## config.mk

```make
export PLATFORM = sky130hd
export DESIGN_NAME = seg_display_sched_flat
export DESIGN_NICKNAME = d
export VERILOG_FILES = /design/src/rtl/seg_pkg.sv /design/src/rtl/seg_display_sched_if.sv /design/src/rtl/bcd_seq_conv.sv /design/src/rtl/seg_display_sched.sv /design/src/flat_wrapper.sv
export SDC_FILE = /design/constraint.sdc
export NUM_CORES = 1
export LEC_CHECK = 0
export CAP_MARGIN = 0
export CORE_MARGIN = 2
export CORE_UTILIZATION = 35
export DETAILED_ROUTE_END_ITERATION = 6
export DONT_BUFFER_PORTS = 1
export GPL_TIMING_DRIVEN = 0
export PLACE_DENSITY = 0.63
export SYNTH_ARGS = -nofsm -noshare
export SYNTH_HDL_FRONTEND = slang
export SYNTH_HIERARCHICAL = 1
export SYNTH_SLANG_ARGS = --single-unit
```

## constraint.sdc

```tcl
create_clock -name clk -period 2.7 [get_ports clk]
set_clock_uncertainty 0.1 [all_clocks]
set_input_delay 0.81 -clock clk [delete_from_list [all_inputs] [get_ports clk]]
set_output_delay 0.81 -clock clk [all_outputs]
set_load 0.1 [all_outputs]
```

## src/rtl/seg_pkg.sv

```systemverilog
// Shared types and constants for the seven-segment display scheduler.
package seg_pkg;
  typedef enum logic [1:0] {S_IDLE, S_LOAD, S_CONV, S_DONE} seg_state_t;

  localparam logic [3:0] DIGIT_DASH = 4'd10;

  // Segment codes {a..g}, active-low
  localparam logic [6:0] SEG_0    = 7'b0000001;
  localparam logic [6:0] SEG_1    = 7'b1001111;
  localparam logic [6:0] SEG_2    = 7'b0010010;
  localparam logic [6:0] SEG_3    = 7'b0000110;
  localparam logic [6:0] SEG_4    = 7'b1001100;
  localparam logic [6:0] SEG_5    = 7'b0100100;
  localparam logic [6:0] SEG_6    = 7'b0100000;
  localparam logic [6:0] SEG_7    = 7'b0001111;
  localparam logic [6:0] SEG_8    = 7'b0000000;
  localparam logic [6:0] SEG_9    = 7'b0000100;
  localparam logic [6:0] SEG_DASH = 7'b1111110;

  localparam logic [3:0] AN_THOU = 4'b0111;
  localparam logic [3:0] AN_HUND = 4'b1011;
  localparam logic [3:0] AN_TENS = 4'b1101;
  localparam logic [3:0] AN_ONES = 4'b1110;

  function automatic logic [6:0] seg_decode(logic [3:0] d);
    case (d)
      4'd0:    return SEG_0;
      4'd1:    return SEG_1;
      4'd2:    return SEG_2;
      4'd3:    return SEG_3;
      4'd4:    return SEG_4;
      4'd5:    return SEG_5;
      4'd6:    return SEG_6;
      4'd7:    return SEG_7;
      4'd8:    return SEG_8;
      4'd9:    return SEG_9;
      default: return SEG_DASH;
    endcase
  endfunction
endpackage

```

## src/rtl/seg_display_sched_if.sv

```systemverilog
// Requester-side and pin-side signals of the display scheduler.
interface seg_display_sched_if #(parameter int N_SRC = 4);
  logic [8*N_SRC-1:0] src_data;
  logic [N_SRC-1:0]   src_valid;
  logic               signed_mode;
  logic               hold;
  logic               next;
  logic [1:0]         cur_src;
  logic [3:0]         Anode;
  logic [6:0]         LED_out;

  modport master (output src_data, src_valid, signed_mode, hold, next,
                  input  cur_src, Anode, LED_out);
  modport slave  (input  src_data, src_valid, signed_mode, hold, next,
                  output cur_src, Anode, LED_out);
endinterface

```

## src/rtl/bcd_seq_conv.sv

```systemverilog
// Iterative double-dabble: 9-bit magnitude to three BCD nibbles in 8 cycles.
module bcd_seq_conv (
  input  logic       clk,
  input  logic       rst_n,
  input  logic       start,
  input  logic [8:0] mag,
  output logic       busy,
  output logic       done,
  output logic [3:0] hund,
  output logic [3:0] tens,
  output logic [3:0] ones
);
  logic [11:0] bcd_q, bcd_d, adj;
  logic [7:0]  sh_q, sh_d;
  logic [2:0]  cnt_q, cnt_d;
  logic        busy_q, busy_d;

  function automatic logic [3:0] add3(logic [3:0] n);
    return (n >= 4'd5) ? n + 4'd3 : n;
  endfunction

  always_comb begin
    bcd_d  = bcd_q;
    sh_d   = sh_q;
    cnt_d  = cnt_q;
    busy_d = busy_q;
    adj    = {add3(bcd_q[11:8]), add3(bcd_q[7:4]), add3(bcd_q[3:0])};
    if (start) begin
      // bit 8 is pre-shifted so the 8 iterations consume bits 7..0
      bcd_d  = {11'b0, mag[8]};
      sh_d   = mag[7:0];
      cnt_d  = 3'd0;
      busy_d = 1'b1;
    end else if (busy_q) begin
      bcd_d = (adj << 1) | {11'b0, sh_q[7]};
      sh_d  = {sh_q[6:0], 1'b0};
      cnt_d = cnt_q + 3'd1;
      if (cnt_q == 3'd7) busy_d = 1'b0;
    end
  end

  always_ff @(posedge clk or negedge rst_n) begin
    if (!rst_n) begin
      bcd_q  <= '0;
      sh_q   <= '0;
      cnt_q  <= '0;
      busy_q <= 1'b0;
    end else begin
      bcd_q  <= bcd_d;
      sh_q   <= sh_d;
      cnt_q  <= cnt_d;
      busy_q <= busy_d;
    end
  end

  assign busy = busy_q;
  assign done = busy_q && (cnt_q == 3'd7);
  assign hund = bcd_q[11:8];
  assign tens = bcd_q[7:4];
  assign ones = bcd_q[3:0];
endmodule

```

## src/rtl/seg_display_sched.sv

```systemverilog
// Round-robin requester scheduler, BCD sequencing and 4-digit anode scan.
module seg_display_sched
  import seg_pkg::*;
#(
  parameter int N_SRC        = 4,
  parameter int DWELL_CYCLES = 100_000_000,
  parameter int SCAN_BITS    = 20
) (
  input logic clk,
  input logic rst_n,
  seg_display_sched_if.slave bus
);
  localparam int DW = $clog2(DWELL_CYCLES);

  seg_state_t           state_q, state_d;
  logic [1:0]           ptr_q, ptr_d, nxt_ptr, sel_ptr, cand;
  logic [DW-1:0]        dwell_q, dwell_d;
  logic [SCAN_BITS-1:0] scan_q, scan_d;
  logic                 pend_q, pend_d, neg_q, neg_d, none_q, none_d;
  logic [3:0][3:0]      dig_q, dig_d;
  logic                 trig, found, start, neg_now;
  logic [3:0]           valid4;
  logic [31:0]          data_w;
  logic [7:0]           sel_data;
  logic [8:0]           mag;
  logic                 conv_busy, conv_done;
  logic [3:0]           c_hund, c_tens, c_ones;
  logic [1:0]           sel;

  assign valid4 = 4'(bus.src_valid);
  assign data_w = 32'(bus.src_data);

  // next valid requester searching upward; stays put when none is valid
  always_comb begin
    nxt_ptr = ptr_q;
    found   = 1'b0;
    cand    = '0;
    for (int i = 1; i <= N_SRC; i++) begin
      cand = 2'((int'(ptr_q) + i) % N_SRC);
      if (!found && valid4[cand]) begin
        nxt_ptr = cand;
        found   = 1'b1;
      end
    end
  end

  assign sel_ptr  = pend_q ? nxt_ptr : ptr_q;
  assign sel_data = data_w[{sel_ptr, 3'b000} +: 8];
  assign neg_now  = bus.signed_mode && sel_data[7];
  assign mag      = neg_now ? (9'd256 - {1'b0, sel_data}) : {1'b0, sel_data};
  assign start    = (state_q == S_LOAD);

  always_comb begin
    trig    = 1'b0;
    dwell_d = dwell_q + 1'b1;
    if (bus.hold) begin
      dwell_d = '0;
    end else if (dwell_q == DW'(DWELL_CYCLES - 1)) begin
      dwell_d = '0;
      trig    = 1'b1;
    end
    // a trigger in the LOAD cycle survives the clear and waits for the next loop
    pend_d = pend_q;
    if (state_q == S_LOAD) pend_d = 1'b0;
    if (trig || bus.next)  pend_d = 1'b1;
  end

  always_comb begin
    state_d = state_q;
    ptr_d   = ptr_q;
    neg_d   = neg_q;
    none_d  = none_q;
    dig_d   = dig_q;
    case (state_q)
      S_IDLE: state_d = S_LOAD;
      S_LOAD: begin
        ptr_d   = sel_ptr;
        neg_d   = neg_now;
        none_d  = ~|bus.src_valid;
        state_d = S_CONV;
      end
      S_CONV: begin
        if (conv_done)      state_d = S_DONE;
        else if (!conv_busy) state_d = S_LOAD;
      end
      S_DONE: begin
        if (none_q) dig_d = {4{DIGIT_DASH}};
        else        dig_d = {neg_q ? DIGIT_DASH : 4'd0, c_hund, c_tens, c_ones};
        state_d = S_LOAD;
      end
      default: state_d = S_IDLE;
    endcase
  end

  assign scan_d = scan_q + 1'b1;

  always_ff @(posedge clk or negedge rst_n) begin
    if (!rst_n) begin
      state_q <= S_IDLE;
      ptr_q   <= '0;
      dwell_q <= '0;
      scan_q  <= '0;
      pend_q  <= 1'b0;
      neg_q   <= 1'b0;
      none_q  <= 1'b0;
      dig_q   <= '0;
    end else begin
      state_q <= state_d;
      ptr_q   <= ptr_d;
      dwell_q <= dwell_d;
      scan_q  <= scan_d;
      pend_q  <= pend_d;
      neg_q   <= neg_d;
      none_q  <= none_d;
      dig_q   <= dig_d;
    end
  end

  bcd_seq_conv u_conv (
    .clk   (clk),
    .rst_n (rst_n),
    .start (start),
    .mag   (mag),
    .busy  (conv_busy),
    .done  (conv_done),
    .hund  (c_hund),
    .tens  (c_tens),
    .ones  (c_ones)
  );

  assign sel = scan_q[SCAN_BITS-1 -: 2];

  always_comb begin
    bus.Anode   = AN_THOU;
    bus.LED_out = seg_decode(dig_q[3]);
    case (sel)
      2'b01: begin bus.Anode = AN_HUND; bus.LED_out = seg_decode(dig_q[2]); end
      2'b10: begin bus.Anode = AN_TENS; bus.LED_out = seg_decode(dig_q[1]); end
      2'b11: begin bus.Anode = AN_ONES; bus.LED_out = seg_decode(dig_q[0]); end
      default: ;
    endcase
  end

  assign bus.cur_src = ptr_q;
endmodule

```

## src/flat_wrapper.sv

```systemverilog
// flat-port wrapper written by rule: the top's interface ports become plain ports
module seg_display_sched_flat import seg_pkg::*;
#(
  parameter int N_SRC        = 4,
  parameter int DWELL_CYCLES = 100_000_000,
  parameter int SCAN_BITS    = 20
)
  (clk, rst_n, bus_src_data, bus_src_valid, bus_signed_mode, bus_hold, bus_next, bus_cur_src, bus_Anode, bus_LED_out);
  seg_display_sched_if #(.N_SRC(N_SRC)) bus_i ();
  input logic clk;
  input logic rst_n;
  input wire logic [$bits(bus_i.src_data)-1:0] bus_src_data;
  input wire logic [$bits(bus_i.src_valid)-1:0] bus_src_valid;
  input wire logic [$bits(bus_i.signed_mode)-1:0] bus_signed_mode;
  input wire logic [$bits(bus_i.hold)-1:0] bus_hold;
  input wire logic [$bits(bus_i.next)-1:0] bus_next;
  output wire logic [$bits(bus_i.cur_src)-1:0] bus_cur_src;
  output wire logic [$bits(bus_i.Anode)-1:0] bus_Anode;
  output wire logic [$bits(bus_i.LED_out)-1:0] bus_LED_out;
  assign bus_i.src_data = bus_src_data;
  assign bus_i.src_valid = bus_src_valid;
  assign bus_i.signed_mode = bus_signed_mode;
  assign bus_i.hold = bus_hold;
  assign bus_i.next = bus_next;
  assign bus_cur_src = bus_i.cur_src;
  assign bus_Anode = bus_i.Anode;
  assign bus_LED_out = bus_i.LED_out;
  seg_display_sched #(.N_SRC(N_SRC), .DWELL_CYCLES(DWELL_CYCLES), .SCAN_BITS(SCAN_BITS)) u_core (.clk(clk), .rst_n(rst_n), .bus(bus_i));
endmodule
```

==> impl_metrics.json, run 1 <==
{
  "status": "finished, violations left",
  "violations": "negative setup slack",
  "die_h_um": 131,
  "fp.coreArea_mm2": 0.0158,
  "dp_slack_ns": -0.798,
  "tightest_slew_ns": 0.829,
  "synth.avg_cell_area_um2": 9.20,
  "setup_tns_ns": -3.40,
  "reg2reg_depth": 11,
  "worstSetupPathType": "flop to flop",
  "vias_per_cell": 5.23,
  "synth_edf_count": 0,
  "ir_worst_vdd_uv": 684,
  "syn_inst": 613,
  "synth_largest_area_cell": "dfrtp_1",
  "worst_r2r_startpoint": "u_core/bus.cur_src[1]",
  "globalplace.congestion": 0.858,
  "drive_gt1_frac": 0.206,
  "required_ns": 2.81,
  "relSlewSlack": 0.447,
  "n_antenna_cell": 0,
  "syn_area_mm2": 0.00564,
  "final_area_mm2": 0.00691,
  "max_freq_mhz": 327,
  "antenna_found_initial": 0,
  "ys_warn_count": 6,
  "start_util": 0.356,
  "reg2reg_slack_ns": -0.36,
  "cp_common_cell": "mux4_2",
  "grt_pass1_wl_mm": 21.8,
  "cts.path.max_buffers": 2,
  "async_reset_ff_frac": 1.00,
  "drt_iter0_drc": 283,
  "insertion_delay_ns": 0.34,
  "critPathLaunchType": "flop",
  "ios": 54,
  "synth_top_area_frac": 0.404,
  "cts_tree": "yes",
  "cts_max_level": 3,
  "cts_hold_buf": 0,
  "drtPass1Iterations": 7,
  "fin_ws_ns": -0.360,
  "post_drt_wl_per_cell_um": 14.8,
  "synth.distinct_cells": 62,
  "drtAntennaViolNets": 0,
  "grt_pass1_vias": 4655,
  "nets": 735,
  "die_area_mm2": 0.0171,
  "setup_viol": 14,
  "slowest_stage": "dfrtp_4",
  "yosysMostFrequentCell": "dfrtp_1",
  "numCtsBuffers": 9,
  "synth.area.top_cells": "dfrtp_1, ha_1, mux2i_1, xor2_1, nor2_1",
  "rows": 46,
  "path_clk_slew_ns": 0.06,
  "drv_slew": 0,
  "cp.arrival_ns": 3.17,
  "gr-total-overflow": 0,
  "p_per_area_mw_per_mm2": 783,
  "root_buffer": "clkbuf_16",
  "slowest_delay_ns": 0.63,
  "syn-num-nets": 683,
  "yosys-top-cells-count": "dfrtp_1, nor2_1, nand2_1",
  "portBuffers": 0,
  "place_inst": 831,
  "drc_errors": 0,
  "grtUsageTotal": 0.159,
  "hpwl_mm": 8.98,
  "die-width_um": 131,
  "end_kind": "flop",
  "hp-class": "input pin to async pin",
  "yosysSeqAreaShare": 0.404,
  "vias": 4630,
  "wl_mm": 13.1,
  "clock-sinks": 91,
  "grt_start_max_net_pins": 92,
  "final_cells": 885,
  "rsz0062_at_grt": "true",
  "crit_chain": "inv_4, mux4_2, nand2_2, o31a_4, mux4_2, inv_2, ha_4, a41oi_2, xor2_1, nand2_1, o21ai_1",
  "p_leak_nw": 3.07,
  "area.growth.synth_to_final_pct": 22.6,
  "period_minus_slack_ns": 3.06,
  "path_max_fanout": 5,
  "synth-seq-cells": 91,
  "r2r_end": "u_core/u_conv/sh_q[6]",
  "drv_cap": 0,
  "period_share": 1.13,
  "dominantRegCellSynth": "dfrtp_1",
  "hold_viol_final": 0,
  "placed_area_mm2": 0.00606
}
[timing repair]
action,in CTS,in global routing
resized for setup,41,30
setup buffers,26,15
pin swaps,14,13
endpoints found under the setup margin,14,34
[per-stage QoR]
step                hold slack (ns)  total power [mW]   util
floorplan                     0.335              3.30      -
global placement              0.352              3.57  0.381
detailed placement            0.358              3.66  0.383
CTS                          0.0522              5.15  0.422
global route                 0.0492              5.76  0.437
finish                       0.0716              5.41  0.437
[worst max-delay path: cells and delay by family (launching register included)]
| kind | cells | cell delay (ns) |
|---|---|---|
| compound gates | 3 | 0.36 |
| flops | 1 | 0.63 |
| fa+ha+maj | 1 | 0.15 |
| buf+inv | 2 | 0.19 |
| mux | 2 | 1.10 |
| simple gates | 2 | 0.20 |
| xor+xnor | 1 | 0.19 |
[state kept, by name, summed over array words and instances (netlist names), 2 cells and up]
| register | flops |
|---|---|
| u_core/dig_q | 13 |
| u_core/u_conv/sh_q | 8 |
| u_core/scan_q | 20 |
| u_core/u_conv/bcd_q | 12 |
| u_core/u_conv/cnt_q | 3 |
| u_core/dwell_q | 27 |
| u_core/bus.cur_src | 2 |
| u_core/state_q | 2 |
[metal layers]
metal,routed length (µm),vias to the layer above,global-route usage,share of wire
li1,-,2250,-,-
met1,5840,2245,0.201,0.45
met2,6460,116,0.266,0.49
met3,610,19,0.0350,0.047
met4,192,0,0.0607,0.015
met5,0,-,0,0
[layout by cell type (no fill, tap or decap), types with 3 or more instances in the layout]
cell,count
a21oi_1,30
a31oi_1,7
o21ai_0,28
and3_1,11
nand4_1,6
nor2b_1,4
o311ai_1,3
buf_6,5
nand2b_1,16
clkbuf_16,9
a21oi_2,5
nand3_1,24
o21ai_1,14
nor2_1,61
mux2i_1,29
dfrtp_2,6
clkbuf_1,11
ha_4,4
inv_1,22
nor3_1,11
dfrtp_1,83
o211ai_1,4
xor2_1,29
ha_1,25
inv_2,9
o31ai_1,3
xnor2_1,20
nand2_1,52
mux4_2,4
nor2_4,3
nand2b_4,3
o21bai_2,3
buf_2,4
buf_4,40
nor4_1,4
nor2_2,3
o21a_1,4
or3_1,4
[layout make-up]
class,instances,area [µm²]
well taps,216,270
clock inverters,2,35.0
fillers,1527,8910
plain buffers,21,133
multi-input cells,467,3460
flip-flops and latches,91,2290
repair buffers,43,345
inverters,32,123
clock buffers,13,260
[worst max path at each step]
stage | end | startpoint | slack [ns] | depth (start not counted)
finish | u_core/u_conv/sh_q[6] | u_core/bus.cur_src[1] | -0.36 | 11
global route | u_core/u_conv/sh_q[6] | u_core/bus.cur_src[1] | -0.46 | 11
CTS | u_core/u_conv/sh_q[6] | u_core/bus.cur_src[1] | -0.35 | 11
detailed placement | bus_LED_out[4] | u_core/scan_q[18] | -0.80 | 4
global placement | bus_LED_out[3] | u_core/scan_q[18] | -0.93 | 4
floorplan | bus_LED_out[3] | u_core/scan_q[18] | -0.71 | 4
[kinds of logic (layout without fill, tap and decap cells)]
| group | Yosys count | count (layout) | share of synthesized area |
|---|---|---|---|
| flops | 91 | 91 | 0.404 |
| buf+inv | 55 | 111 | 0.0426 |
| fa+ha+maj | 29 | 29 | 0.0643 |
| compound gates | 127 | 127 | 0.140 |
| xor+xnor | 49 | 49 | 0.0761 |
| simple gates | 221 | 221 | 0.188 |
| mux | 40 | 40 | 0.0843 |
| other cells | 1 | 1 | 0.000665 |
[where the power goes]
group / internal (mW) / switching, mW
combinational: 1.08 / 1.29
sequential: 1.52 / 0.265
clock: 0.762 / 0.491
total: 3.37 / 2.05
(Power assumes the default switching activity.)
==> inputs of run 2 (changes only) <==
Settings changed: RECOVER_POWER from default to 25, SETUP_SLACK_MARGIN from default to 0.5.
==> run 2 against run 1 <==
Net effect:
- cell count is 0.90% higher
- total power up 2.2%
- largest power group unchanged
- worst setup slack improved by 0.049 ns
- critical endpoint is now bus_LED_out[1]
- the run still ends with negative setup slack left
- clock power up 4%
==> impl_metrics.json, run 2 (synthesis results as in run 1) <==
{
  "largest_reg_flops": 27,
  "start_util": 0.356,
  "fp.coreArea_mm2": 0.0158,
  "root_buffer": "clkbuf_16",
  "n_antenna_cell": 0,
  "worstSetupPathType": "flop to output port",
  "fillers": 1492,
  "grt_pass1_vias": 4831,
  "drv_slew": 0,
  "cts_tree": "yes",
  "wl_mm": 13.2,
  "worst_r2r_startpoint": "u_core/bus.cur_src[1]",
  "status": "finished, violations left",
  "antenna_found_initial": 0,
  "power_frac_comb": 0.443,
  "path_max_fanout": 5,
  "setup_viol": 14,
  "tightest_slew_ns": 0.750,
  "pwr-share-clk": 0.234,
  "hp-class": "input pin to async pin",
  "reg2reg_depth": 10,
  "max_freq_mhz": 332,
  "p_per_area_mw_per_mm2": 787,
  "drtPass1Iterations": 4,
  "regMostFlops": "u_core/dwell_q",
  "rsz0062_at_grt": "true",
  "hpwl_mm": 8.82,
  "reg2reg_slack_ns": -0.30,
  "final_common_cell": "dfrtp_1",
  "p_switching_mw": 2.08,
  "vias": 4638,
  "portBuffers": 0,
  "period_share": 1.12,
  "required_ns": 1.79,
  "hold_slack_ns": 0.0615,
  "drc_errors": 0,
  "violations": "negative setup slack",
  "globalplace.congestion": 0.828,
  "insertion_delay_ns": 0.34,
  "cp.arrival_ns": 2.10,
  "fin_ws_ns": -0.312,
  "cts_max_level": 3,
  "gr-total-overflow": 0,
  "final_area_mm2": 0.00703,
  "rows": 46,
  "period_minus_slack_ns": 3.01,
  "drv_cap": 0,
  "clock-sinks": 91,
  "grtUsageTotal": 0.162,
  "nets": 742,
  "area.growth.synth_to_final_pct": 24.7,
  "die-width_um": 131,
  "swShare": 0.377,
  "internal_power_mw": 3.45,
  "grt_pass1_wl_mm": 22.6,
  "p_leak_nw": 3.11,
  "cts_hold_buf": 0,
  "pwr-share-seq": 0.323,
  "end_kind": "output port",
  "post_drt_wl_per_cell_um": 14.8,
  "r2r_end": "u_core/u_conv/sh_q[1]",
  "vias_per_cell": 5.19,
  "die_h_um": 131,
  "ios": 54,
  "mostFrequentLayoutCells": "dfrtp_1, nor2_1, nand2_1",
  "placed_area_mm2": 0.00608,
  "drtAntennaViolNets": 0,
  "grt_start_max_net_pins": 92,
  "path_clk_slew_ns": 0.06,
  "post-route-util": 0.444,
  "drive_gt1_frac": 0.223,
  "ir_worst_vdd_uv": 462,
  "critPathLaunchType": "flop",
  "die_area_mm2": 0.0171,
  "p_total_mw": 5.53,
  "largest_registers": "u_core/dwell_q (27), u_core/scan_q (20), u_core/dig_q (13)",
  "relSlewSlack": 0.497,
  "cts.path.max_buffers": 2,
  "numCtsBuffers": 9,
  "hold_viol_final": 0,
  "drt_iter0_drc": 226
}
-- run 2: cell count changes in the layout (fill, tap and decap cells not counted), moves of 2 or more --
cell / change
o21ai_1: +2
buf_6: +3
inv_1: -3
clkbuf_2: +4
o21ai_2: -2
ha_4: +2
buf_4: +2
ha_1: -2
clkbuf_1: -4
clkinvlp_4: +2
-- run 2: how the worst max path moves through the flow --
stage / start / to / slack [ns] / cells after the start
after floorplan: u_core/scan_q[18] / bus_LED_out[3] / -0.71 / 4
after global placement: u_core/scan_q[18] / bus_LED_out[6] / -0.97 / 4
after detailed placement: u_core/scan_q[18] / bus_LED_out[5] / -0.84 / 4
after CTS: u_core/bus.cur_src[1] / u_core/u_conv/sh_q[1] / -0.30 / 10
after global routing: u_core/bus.cur_src[1] / u_core/u_conv/sh_q[6] / -0.39 / 12
final: u_core/scan_q[19] / bus_LED_out[1] / -0.31 / 5
-- run 2: power groups by stage --
stage | Clock [mW] | Sequential, mW | Combinational (mW)
2_1_floorplan | 0 | 1.75 | 1.57
3_3_place_gp | 0 | 1.79 | 1.79
3_5_place_dp | 0 | 1.81 | 1.88
4_1_cts | 1.33 | 1.78 | 2.29
5_1_grt | 1.39 | 1.81 | 2.66
6_report | 1.30 | 1.78 | 2.45
-- run 2: repair_timing --
action                                 CTS  global route
buffers inserted                        37             9
gates resized for setup                 56            22
endpoints found under the hold margin    0             0
setup endpoints to repair               41            39
pin swaps                               16             8
-- run 2: routing by layer --
layer  global-route usage  routed length, µm
met4               0.0513                193
met1                0.200               5810
met2                0.279               6500
met3               0.0407                697
met5                    0                  0
-- run 2: area by class of cell --
type / count / area (µm²) / area share
Clock inverter: 3 / 46.3 / 0.00658
Buffer: 23 / 159 / 0.0226
Clock buffer: 13 / 270 / 0.0384
Inverter: 32 / 129 / 0.0183
Timing Repair Buffer: 48 / 404 / 0.0575
Multi-Input combinational cell: 467 / 3460 / 0.492
Sequential cell: 91 / 2290 / 0.326
Tap cell: 216 / 270 / 0.0384
-- run 2: stage by stage --
stage	TNS, ns	setup slack (ns)	instances
6_report	-3.34	-0.312	893
5_1_grt	-4.55	-0.392	893
4_1_cts	-3.20	-0.300	884
3_5_place_dp	-6.76	-0.844	831
3_3_place_gp	-7.20	-0.966	829
2_1_floorplan	-4.87	-0.713	613
-- run 2: worst max-delay path, stage by stage (launching register included) --
cell,delay [ns]
dfrtp_2,0.50
nand2b_4,0.40
a21o_4,0.19
buf_6,0.11
o21bai_4,0.06
a221o_4,0.49
